<file path="config.mk">
export PLATFORM = sky130hd
export DESIGN_NAME = instr_fetch_flat
export DESIGN_NICKNAME = d
export VERILOG_FILES = /design/src/rtl/instr_fetch_pkg.sv /design/src/rtl/instr_fetch_if.sv /design/src/rtl/instr_fetch_pc.sv /design/src/rtl/instr_fetch.sv /design/src/flat_wrapper.sv
export SDC_FILE = /design/constraint.sdc
export NUM_CORES = 1
export LEC_CHECK = 0
export BUFFER_PORTS_ARGS = -buffer_cell sky130_fd_sc_hd__buf_2
export CORE_MARGIN = 8
export CORE_UTILIZATION = 55
export CTS_CLUSTER_SIZE = 24
export DETAILED_ROUTE_END_ITERATION = 8
export PLACE_DENSITY = 0.79
export SYNTH_ARGS = -nofsm -noshare
export SYNTH_HDL_FRONTEND = slang
export SYNTH_SLANG_ARGS = --single-unit
</file>
<file path="constraint.sdc">
create_clock -name Clock -period 1.65 [get_ports Clock]
set_input_delay 0.0825 -clock Clock [delete_from_list [all_inputs] [get_ports Clock]]
set_output_delay 0.0825 -clock Clock [all_outputs]
set_load 0.03 [all_outputs]
</file>
<file path="src/rtl/instr_fetch_pkg.sv">
`default_nettype none
// ============================================================================
//  Package     : fetch_pkg
//  Description : Constants shared by the instruction fetcher and the 9-bit
//                core. These are the fetcher state encodings, the opcode field
//                values (bits [8:6] of an IIIXXXYYY word) and the halt word.
//  Revision    : 1.0  initial release
// ============================================================================
package fetch_pkg;

    localparam int STATE_W = 4;

    localparam logic [3:0] S_IDLE = 4'd0;   // parked, waiting for Start
    localparam logic [3:0] S_FI   = 4'd1;   // ROM latency for instruction word
    localparam logic [3:0] S_LI   = 4'd2;   // latch instruction word
    localparam logic [3:0] S_FM   = 4'd3;   // ROM latency for immediate word
    localparam logic [3:0] S_LM   = 4'd4;   // latch immediate word
    localparam logic [3:0] S_ISS  = 4'd5;   // present instruction, Run strobe
    localparam logic [3:0] S_IMM  = 4'd6;   // present immediate
    localparam logic [3:0] S_WAIT = 4'd7;   // wait for core Done
    localparam logic [3:0] S_HALT = 4'd8;   // stopped on halt word

    localparam logic [2:0] OPC_MV  = 3'b000;
    localparam logic [2:0] OPC_MVI = 3'b001;
    localparam logic [2:0] OPC_ADD = 3'b010;
    localparam logic [2:0] OPC_SUB = 3'b011;

    localparam logic [8:0] HALT_WORD = 9'h1FF;

endpackage
`default_nettype wire

</file>
<file path="src/rtl/instr_fetch_if.sv">
`default_nettype none
// ============================================================================
//  Interface   : instr_fetch_if
//  Description : Bus bundle between the fetcher, the instruction ROM and the
//                core.
//                  ADDR  - ROM read address (data returns one cycle later)
//                  ROM_Q - ROM read data
//                  DIN   - word presented to the core
//                  Run   - one-cycle strobe, DIN holds an instruction
//                  Done  - core completion
//                master: the fetcher. slave: the ROM/core side.
//  Revision    : 1.0  initial release
// ============================================================================
interface instr_fetch_if #(
    parameter int ADDR_W = 5,
    parameter int DATA_W = 9
);
    logic [ADDR_W-1:0] ADDR;
    logic [DATA_W-1:0] ROM_Q;
    logic [DATA_W-1:0] DIN;
    logic              Run;
    logic              Done;

    modport master (output ADDR, output DIN, output Run, input ROM_Q, input Done);
    modport slave  (input ADDR, input DIN, input Run, output ROM_Q, output Done);
endinterface
`default_nettype wire

</file>
<file path="src/rtl/instr_fetch_pc.sv">
`default_nettype none
// ============================================================================
//  Module      : fetch_pc
//  Description : Program counter. It is an ADDR_W-bit up-counter that wraps
//                from 2**ADDR_W-1 to 0.
//                  Clock  - rising-edge clock
//                  Resetn - asynchronous active-low clear
//                  inc    - synchronous increment enable
//                  count  - current counter value
//  Revision    : 1.0  initial release
// ============================================================================
module fetch_pc #(
    parameter int ADDR_W = 5
) (
    input  logic              Clock,
    input  logic              Resetn,
    input  logic              inc,
    output logic [ADDR_W-1:0] count
);

    logic [ADDR_W-1:0] r_count;

    // Wrap-around comes free from the fixed-width add.
    always_ff @(posedge Clock or negedge Resetn) begin
        if (!Resetn) begin
            r_count <= '0;
        end else if (inc) begin
            r_count <= r_count + 1'b1;
        end
    end

    assign count = r_count;

endmodule
`default_nettype wire

</file>
<file path="src/rtl/instr_fetch.sv">
`default_nettype none
// ============================================================================
//  Module      : instr_fetch
//  Description : Feeds the 9-bit core. The block steps a PC through a
//                synchronous-read ROM and presents each instruction on DIN
//                with a one-cycle Run strobe. For mvi, the block presents the
//                immediate word on the following cycle. After each
//                instruction, the block waits for the core Done.
//                Ports:
//                  Clock  - rising-edge clock
//                  Resetn - asynchronous active-low reset
//                  Start  - level: run program / stop after current instr
//                  bus    - instr_fetch_if.master (ADDR, ROM_Q, DIN, Run, Done)
//                  Busy   - high outside S_IDLE (and S_HALT)
//                  PC     - address of the next instruction to fetch
//                Configuration macro:
//                  FETCH_HALT_EN - the ROM word 9'h1FF parks the fetcher in
//                                  S_HALT. Only Resetn releases it.
//  Revision    : 1.0  initial release
// ============================================================================
module instr_fetch
    import fetch_pkg::*;
#(
    parameter int         ADDR_W  = 5,
    parameter int         DATA_W  = 9,
    parameter logic [2:0] MVI_OPC = OPC_MVI
) (
    input  logic              Clock,
    input  logic              Resetn,
    input  logic              Start,
    instr_fetch_if.master     bus,
    output logic              Busy,
    output logic [ADDR_W-1:0] PC
);

    logic [STATE_W-1:0] r_state;
    logic [STATE_W-1:0] w_next;
    logic [DATA_W-1:0]  r_instr;
    logic [DATA_W-1:0]  r_imm;
    logic [DATA_W-1:0]  r_last;     // last word actually driven to the core
    logic [ADDR_W-1:0]  w_pc;
    logic               w_inc;
    logic               w_rom_mvi;
    logic               w_instr_mvi;
    logic               w_rom_halt;

    assign w_rom_mvi   = (bus.ROM_Q[DATA_W-1 -: 3] == MVI_OPC);
    assign w_instr_mvi = (r_instr[DATA_W-1 -: 3] == MVI_OPC);

`ifdef FETCH_HALT_EN
    assign w_rom_halt = (bus.ROM_Q == DATA_W'(HALT_WORD));
`else
    assign w_rom_halt = 1'b0;
`endif

    // PC advances once for the instruction word and once for the immediate.
    // A halt word leaves the PC pointing at the halt word.
    assign w_inc = ((r_state == S_LI) && !w_rom_halt) || (r_state == S_LM);

    fetch_pc #(.ADDR_W(ADDR_W)) u_pc (
        .Clock  (Clock),
        .Resetn (Resetn),
        .inc    (w_inc),
        .count  (w_pc)
    );

    always_comb begin
        w_next = r_state;
        case (r_state)
            S_IDLE: if (Start) w_next = S_FI;
            S_FI:   w_next = S_LI;
            S_LI: begin
                if (w_rom_halt)     w_next = S_HALT;
                else if (w_rom_mvi) w_next = S_FM;
                else                w_next = S_ISS;
            end
            S_FM:   w_next = S_LM;
            S_LM:   w_next = S_ISS;
            S_ISS:  w_next = w_instr_mvi ? S_IMM : S_WAIT;
            S_IMM:  w_next = S_WAIT;
            // Done is only looked at here. A Done in any other state,
            // including the Run cycle, is dropped.
            S_WAIT: if (bus.Done) w_next = Start ? S_FI : S_IDLE;
`ifdef FETCH_HALT_EN
            S_HALT: w_next = S_HALT;
`endif
            default: w_next = S_IDLE;
        endcase
    end

    always_ff @(posedge Clock or negedge Resetn) begin
        if (!Resetn) begin
            r_state <= S_IDLE;
            r_instr <= '0;
            r_imm   <= '0;
            r_last  <= '0;
        end else begin
            r_state <= w_next;
            if (r_state == S_LI)  r_instr <= bus.ROM_Q;
            if (r_state == S_LM)  r_imm   <= bus.ROM_Q;
            if (r_state == S_ISS) r_last  <= r_instr;
            if (r_state == S_IMM) r_last  <= r_imm;
        end
    end

    // The PC has not yet advanced in S_LI. An mvi needs its immediate address
    // on the bus now, so the ROM data arrives for S_FM/S_LM.
    assign bus.ADDR = ((r_state == S_LI) && w_rom_mvi) ? (w_pc + 1'b1) : w_pc;

    assign bus.DIN  = (r_state == S_ISS) ? r_instr :
                      (r_state == S_IMM) ? r_imm   : r_last;
    assign bus.Run  = (r_state == S_ISS);
    assign Busy     = (r_state != S_IDLE) && (r_state != S_HALT);
    assign PC       = w_pc;

endmodule
`default_nettype wire
</file>
<file path="src/flat_wrapper.sv">
// flat-port wrapper written by rule: the top's interface ports become plain ports
module instr_fetch_flat import fetch_pkg::*;
#(
    parameter int         ADDR_W  = 5,
    parameter int         DATA_W  = 9,
    parameter logic [2:0] MVI_OPC = OPC_MVI
)
  (Clock, Resetn, Start, Busy, PC, bus_ADDR, bus_DIN, bus_Run, bus_ROM_Q, bus_Done);
  instr_fetch_if #(.ADDR_W(ADDR_W), .DATA_W(DATA_W)) bus_i ();
  input  logic Clock;
  input  logic Resetn;
  input  logic Start;
  output logic Busy;
  output logic [ADDR_W-1:0] PC;
  output wire logic [$bits(bus_i.ADDR)-1:0] bus_ADDR;
  output wire logic [$bits(bus_i.DIN)-1:0] bus_DIN;
  output wire logic [$bits(bus_i.Run)-1:0] bus_Run;
  input wire logic [$bits(bus_i.ROM_Q)-1:0] bus_ROM_Q;
  input wire logic [$bits(bus_i.Done)-1:0] bus_Done;
  assign bus_ADDR = bus_i.ADDR;
  assign bus_DIN = bus_i.DIN;
  assign bus_Run = bus_i.Run;
  assign bus_i.ROM_Q = bus_ROM_Q;
  assign bus_i.Done = bus_Done;
  instr_fetch #(.ADDR_W(ADDR_W), .DATA_W(DATA_W), .MVI_OPC(MVI_OPC)) u_core (.Clock(Clock), .Resetn(Resetn), .Start(Start), .bus(bus_i), .Busy(Busy), .PC(PC));
endmodule
</file>
# ---- Word-level counts from Yosys, hierarchy flattened
# Index checks and enable logic that the tools add are counted.
dict set report word_totals {
  regBits 36
  latch_bits 0
  mem_bits_rw 0
  romBits 0
  out_inout_bits 21
  word_cells 36
  n_memories 0
}
dict set report op_classes {
  addsub 1
  multipliers 0
  div_mod_pow 0
  magnitude_cmp 0
  eq_ne 12
  shift 0
  n_mux 11
  n_bitwise 0
  n_reduce_logical 7
}
# operator count
set ops {}
lappend ops {{$mux 9} 4}
lappend ops {{$pmux 4 s8} 1}
lappend ops {{$eq 4x3->1 const B} 4}
lappend ops {{$eq 4x2->1 const B} 2}
lappend ops {{$mux 4} 2}
lappend ops {{$eq 3x1->1 const B} 2}
lappend ops {{$add 5x1->5 const B} 1}
lappend ops {{$mux 5} 1}
lappend ops {{$eq 4x1->1 const B} 1}
lappend ops {{$logic_not 4->1} 1}
lappend ops {{$ne 2x2->1 const B} 2}
lappend ops {{$ne 4x4->1 const B} 1}
lappend ops {{$reduce_bool 4->1} 1}
lappend ops {{$mux 3} 1}
lappend ops {{$logic_and 1x1->1} 2}
lappend ops {{$mux 1} 2}
lappend ops {{$reduce_and 2->1} 1}
lappend ops {{$reduce_bool 2->1} 1}
lappend ops {{$logic_or 1x1->1} 1}

# ---- Depth between registers and ports, before layout
dict set report depth {
  ltp_word 3
  depth_mapped 5
}

# ---- By module
# A second synthesis with hierarchy kept.
dict set report hier_totals {
  cells_unflattened 134
  area_unflattened_um2 1714.1
}
# mod instances cells_each area_per_inst_um2
set by_module_without_submodules {}
lappend by_module_without_submodules {instr_fetch 1 120 1514.0}
lappend by_module_without_submodules {fetch_pc 1 14 200.2}

# ---- Worst setup path before layout
# No wires, ideal clock.
dict set report synth_timing {
  path_kind {reg2out}
  start {register u_core.r_state[0]}
  end {output bus_DIN[0]}
  arrival_ps 1638
  required_time_ps 1567
  setup_slack_ps -71
  path_stages_with_launch 5
  path_cell_list {dfrtp_1 -> buf_2 -> nand2_1 -> o32ai_1 -> nor3_1}
}
dict set report synth_via {
  elab_chain_len 3
  elab_cells_between_ends 4
}
# item line_no
set synth_lines {}
lappend synth_lines {{start, declared} instr_fetch.sv:36} ;# logic [STATE_W-1:0] r_state;
lappend synth_lines {{start signal, assigned} instr_fetch.sv:98} ;# r_state <= w_next;
lappend synth_lines {{$eq 4x3->1} instr_fetch.sv:111} ;# (r_state == S_IMM) ? r_imm : r_last;
lappend synth_lines {{$mux 9} instr_fetch.sv:111}
lappend synth_lines {{$mux 9 (*)} instr_fetch.sv:110} ;# assign bus.DIN = (r_state == S_ISS) ? r_instr :
lappend synth_lines {{end, declared} flat_wrapper.sv:16} ;# output wire logic [$bits(bus_i.DIN)-1:0] bus_DIN;
# Mark *: on every way between the ends. The rest lies on a longest branch, timed or not.

# ---- Final worst setup path
dict set report layout_timing {
  start {register u_core.r_state[1]}
  end {output bus_DIN[3]}
}
# The elaborated chain is that of the path after synthesis.

==> results.md <==
* Status: finished, violations left
* Failing checks: negative setup slack
* Post-Layout Cell Count at around 300
* CTS root buf: clkbuf_4
* Num CTS Buffers at 5
* Hold Slack at about 0.015 ns
* Initial antenna violation count at 0
* Most frequent cell after synthesis: dfrtp_1
* MaxCap Viol Count at 0
* Post-synth ARST share at 100%
* Slew at the pin closest to its max-slew limit at 0.785 ns
* Clk buf depth at 2
* Final HPWL DP at ~3.3 mm
* Placed Instances at between 200 and 300
* Mapped Area at approximately 1800 um^2
* RSZ-0062 raised after global routing: yes
* Area added between synthesis and finish at 57.5%
* Routed Antenna Nets at 0
* #FFs+latches synth at 35
* H-tree levels at 2
* Global-route usage over all layers at roughly 25%
* Peak supply drop at about 1500 uV
* CP endpoint kind: output port
* # fillers at between 150 and 200
* Fin crit share at 111%
* CP max FO at 9
* Min-Delay Path Class: input port to flop
* Seq/Total Area, Yosys at a little under half
* Startpoint Class: flop
* Num ports at 34
* Die Span X at approximately 74 um
* Ys flop type: dfrtp_1
* Initial Utilization at 56.3%
* Final Max Tran Viols at 0
* Synth top cells by count: 35 x dfrtp_1, 20 x mux2_2, 18 x nor3_1
* # DRC at 0
* Total area of sequential cells at around 880 um^2
* Syn. warnings at 0
* Layout cells sized above 1 at between 60 and 70%
* Largest net degree at the start of global routing at 36
* Setup Crit Path Kind: flop to output port
* Syn Inst Count at 172
* Share of the synthesized area in the top cell type at a little under half
* N_diodes at 0
* Leak at about 1.2 nW
* WL/cell at approximately 22 um
* DRT Pass-1 Iters at 4
* Sum Neg Setup Slack at -1.64 ns
* Util after Layout at 88.7%
* Avg Inst Size Synth at about 11 um^2
* Starting DRT DRC Count at 110
* Data arrival time of the critical path at approximately 1.8 ns
* Clk_lat worst skew at roughly 0.35 ns
* Min cycle time layout at roughly 1.8 ns
* Worst clock skew at 0.0116 ns
* Pwr/cell area at around 2500 nW/um^2
* Number of port buffers at 33
* Final net count at ~260
* Final hold vios at 0
* Relative slew slack at 47.7%
* Mapped Nets at approximately 190
* Post-synth EDFFs at 0
* Final setup margin at -0.181 ns
* First-pass GRT wire length at 10.1 mm
* CTS Sinks at 35
* Die area at ~5400 um^2
* Vias in the first global route at a little under 2000
* Area of the multi-input gates at approximately 1200 um^2
* Grt ovf at 0
* Synth unique cells at 30
* Routed WL at 6.52 mm
* CTS tree: done
* Place WS at about 0.026 ns
* Worst-path clk slew at ~0.11 ns
* Synth top area cells: dfrtp_1 48%, mux2_2 12%, nor3_1 4.9%, o32ai_1 4.3%, nand3b_1 3.7%
* DR vias at ~1800
* Core area at between 3000 and 4000 um^2
* Vias per std cell at 5.97
* Yosys top cell by area: dfrtp_1
* Worst path required time at between 1.5 and 2 ns
* Chip height at 73.8 um
* # setup viols final at 14
* Maximum clock rate at 546 MHz
* Number of core rows at 21
* Routability Congestion at 0.782
## worst paths after layout
kind                                    from           endpoint  slack (ns)  cells after the start
max                        u_core.r_state[1]         bus_DIN[3]       -0.18                      5
min                             bus_ROM_Q[7]    u_core.r_imm[7]        0.01                      2
max reg2reg                u_core.r_state[2]    u_core.r_imm[4]        0.04                      6
min reg2reg                u_core.r_instr[1]  u_core.r_instr[1]        0.53                      1
max in group asynchronous             Resetn  u_core.r_state[1]        0.76                      2
min in group asynchronous             Resetn    u_core.r_imm[5]        0.34                      2
## report_power, final
part / total [mW] / internal (mW) / switching (mW)
Clock: 0.543 / 0.251 / 0.293
Sequential: 1.82 / 1.31 / 0.518
Combinational: 4.94 / 2.30 / 2.64
Total: 7.31 / 3.86 / 3.45
## sequential cells by signal, summed over array words and instances, names as in the netlist
name	flops
u_core.r_last	9
u_core.r_instr	9
u_core.r_imm	9
u_core.u_pc.count	5
u_core.r_state	3
## timing repair
item,in CTS,in global routing
hold buffers,8,0
setup buffers,27,3
pin swaps,24,3
endpoints found under the hold margin,49,0
gates resized for setup,65,24
setup endpoints to repair,15,30
## critical path, stage by stage (launching register included)
cell and delay, ns:
dfrtp_2 0.45, buf_6 0.15, nand2b_4 0.22, o32ai_4 0.13
nor3_2 0.24, buf_4 0.21
## cell usage in the layout (no fill, tap or decap), types with 2 or more instances in the layout
cell           Yosys  layout
a21oi_1           11       2
a21oi_2            0       7
a21oi_4            0       2
and3_1             2       2
buf_2              4      17
buf_4              2      39
buf_6              2      16
clkbuf_4           0       5
clkbuf_8           0       2
dfrtp_1           35      32
dfrtp_2            0       3
dlygate4sd3_1      0       8
mux2_2            20      19
nand2_2            0       3
nand3_2            0       2
nand3b_1           9       9
nor2_1            16      14
nor3_1            18       9
nor3_2             0       9
nor3b_1            3       3
o32ai_2            0       4
o32ai_4            0       5
or2_4              0       9
xnor2_1            5       2
xnor2_2            0       3
xor2_1             4       4
## cell families after synthesis
family                     share of synthesized area [%]
and+or+nand+nor                                     21.6
AOI/OAI and AO/OA                                   9.14
buffers and inverters                               4.23
DFF                                                 47.7
xor gates and xnor gates                            4.30
muxes                                               12.3
adders and majority gates                          0.682
## through the flow
| step | instance area, um^2 | total power, mW |
|---|---|---|
| after floorplan | 1890 | 4.03 |
| after global placement | 2150 | 4.80 |
| after detailed placement | 2150 | 4.95 |
| after CTS | 2770 | 6.70 |
| after global routing | 2890 | 7.63 |
| final | 2890 | 7.31 |
## routing by layer
layer	vias to the layer above	GRT usage (%)	share of wire, %
met3	28	5.87	5.9
met4	0	15.3	3.8
met2	79	41.6	50
met5	-	0	0
li1	771	-	-
met1	896	27.5	40
## area by class of cell
class	instances	area share, %
Inverter	2	0.390
Sequential cell	35	30.4
Timing Repair Buffer	82	23.3
Clock buffer	8	2.38
Multi-Input combinational cell	124	41.5
Tap cell	46	1.99
Note: power is estimated with default switching activity, not from simulation.
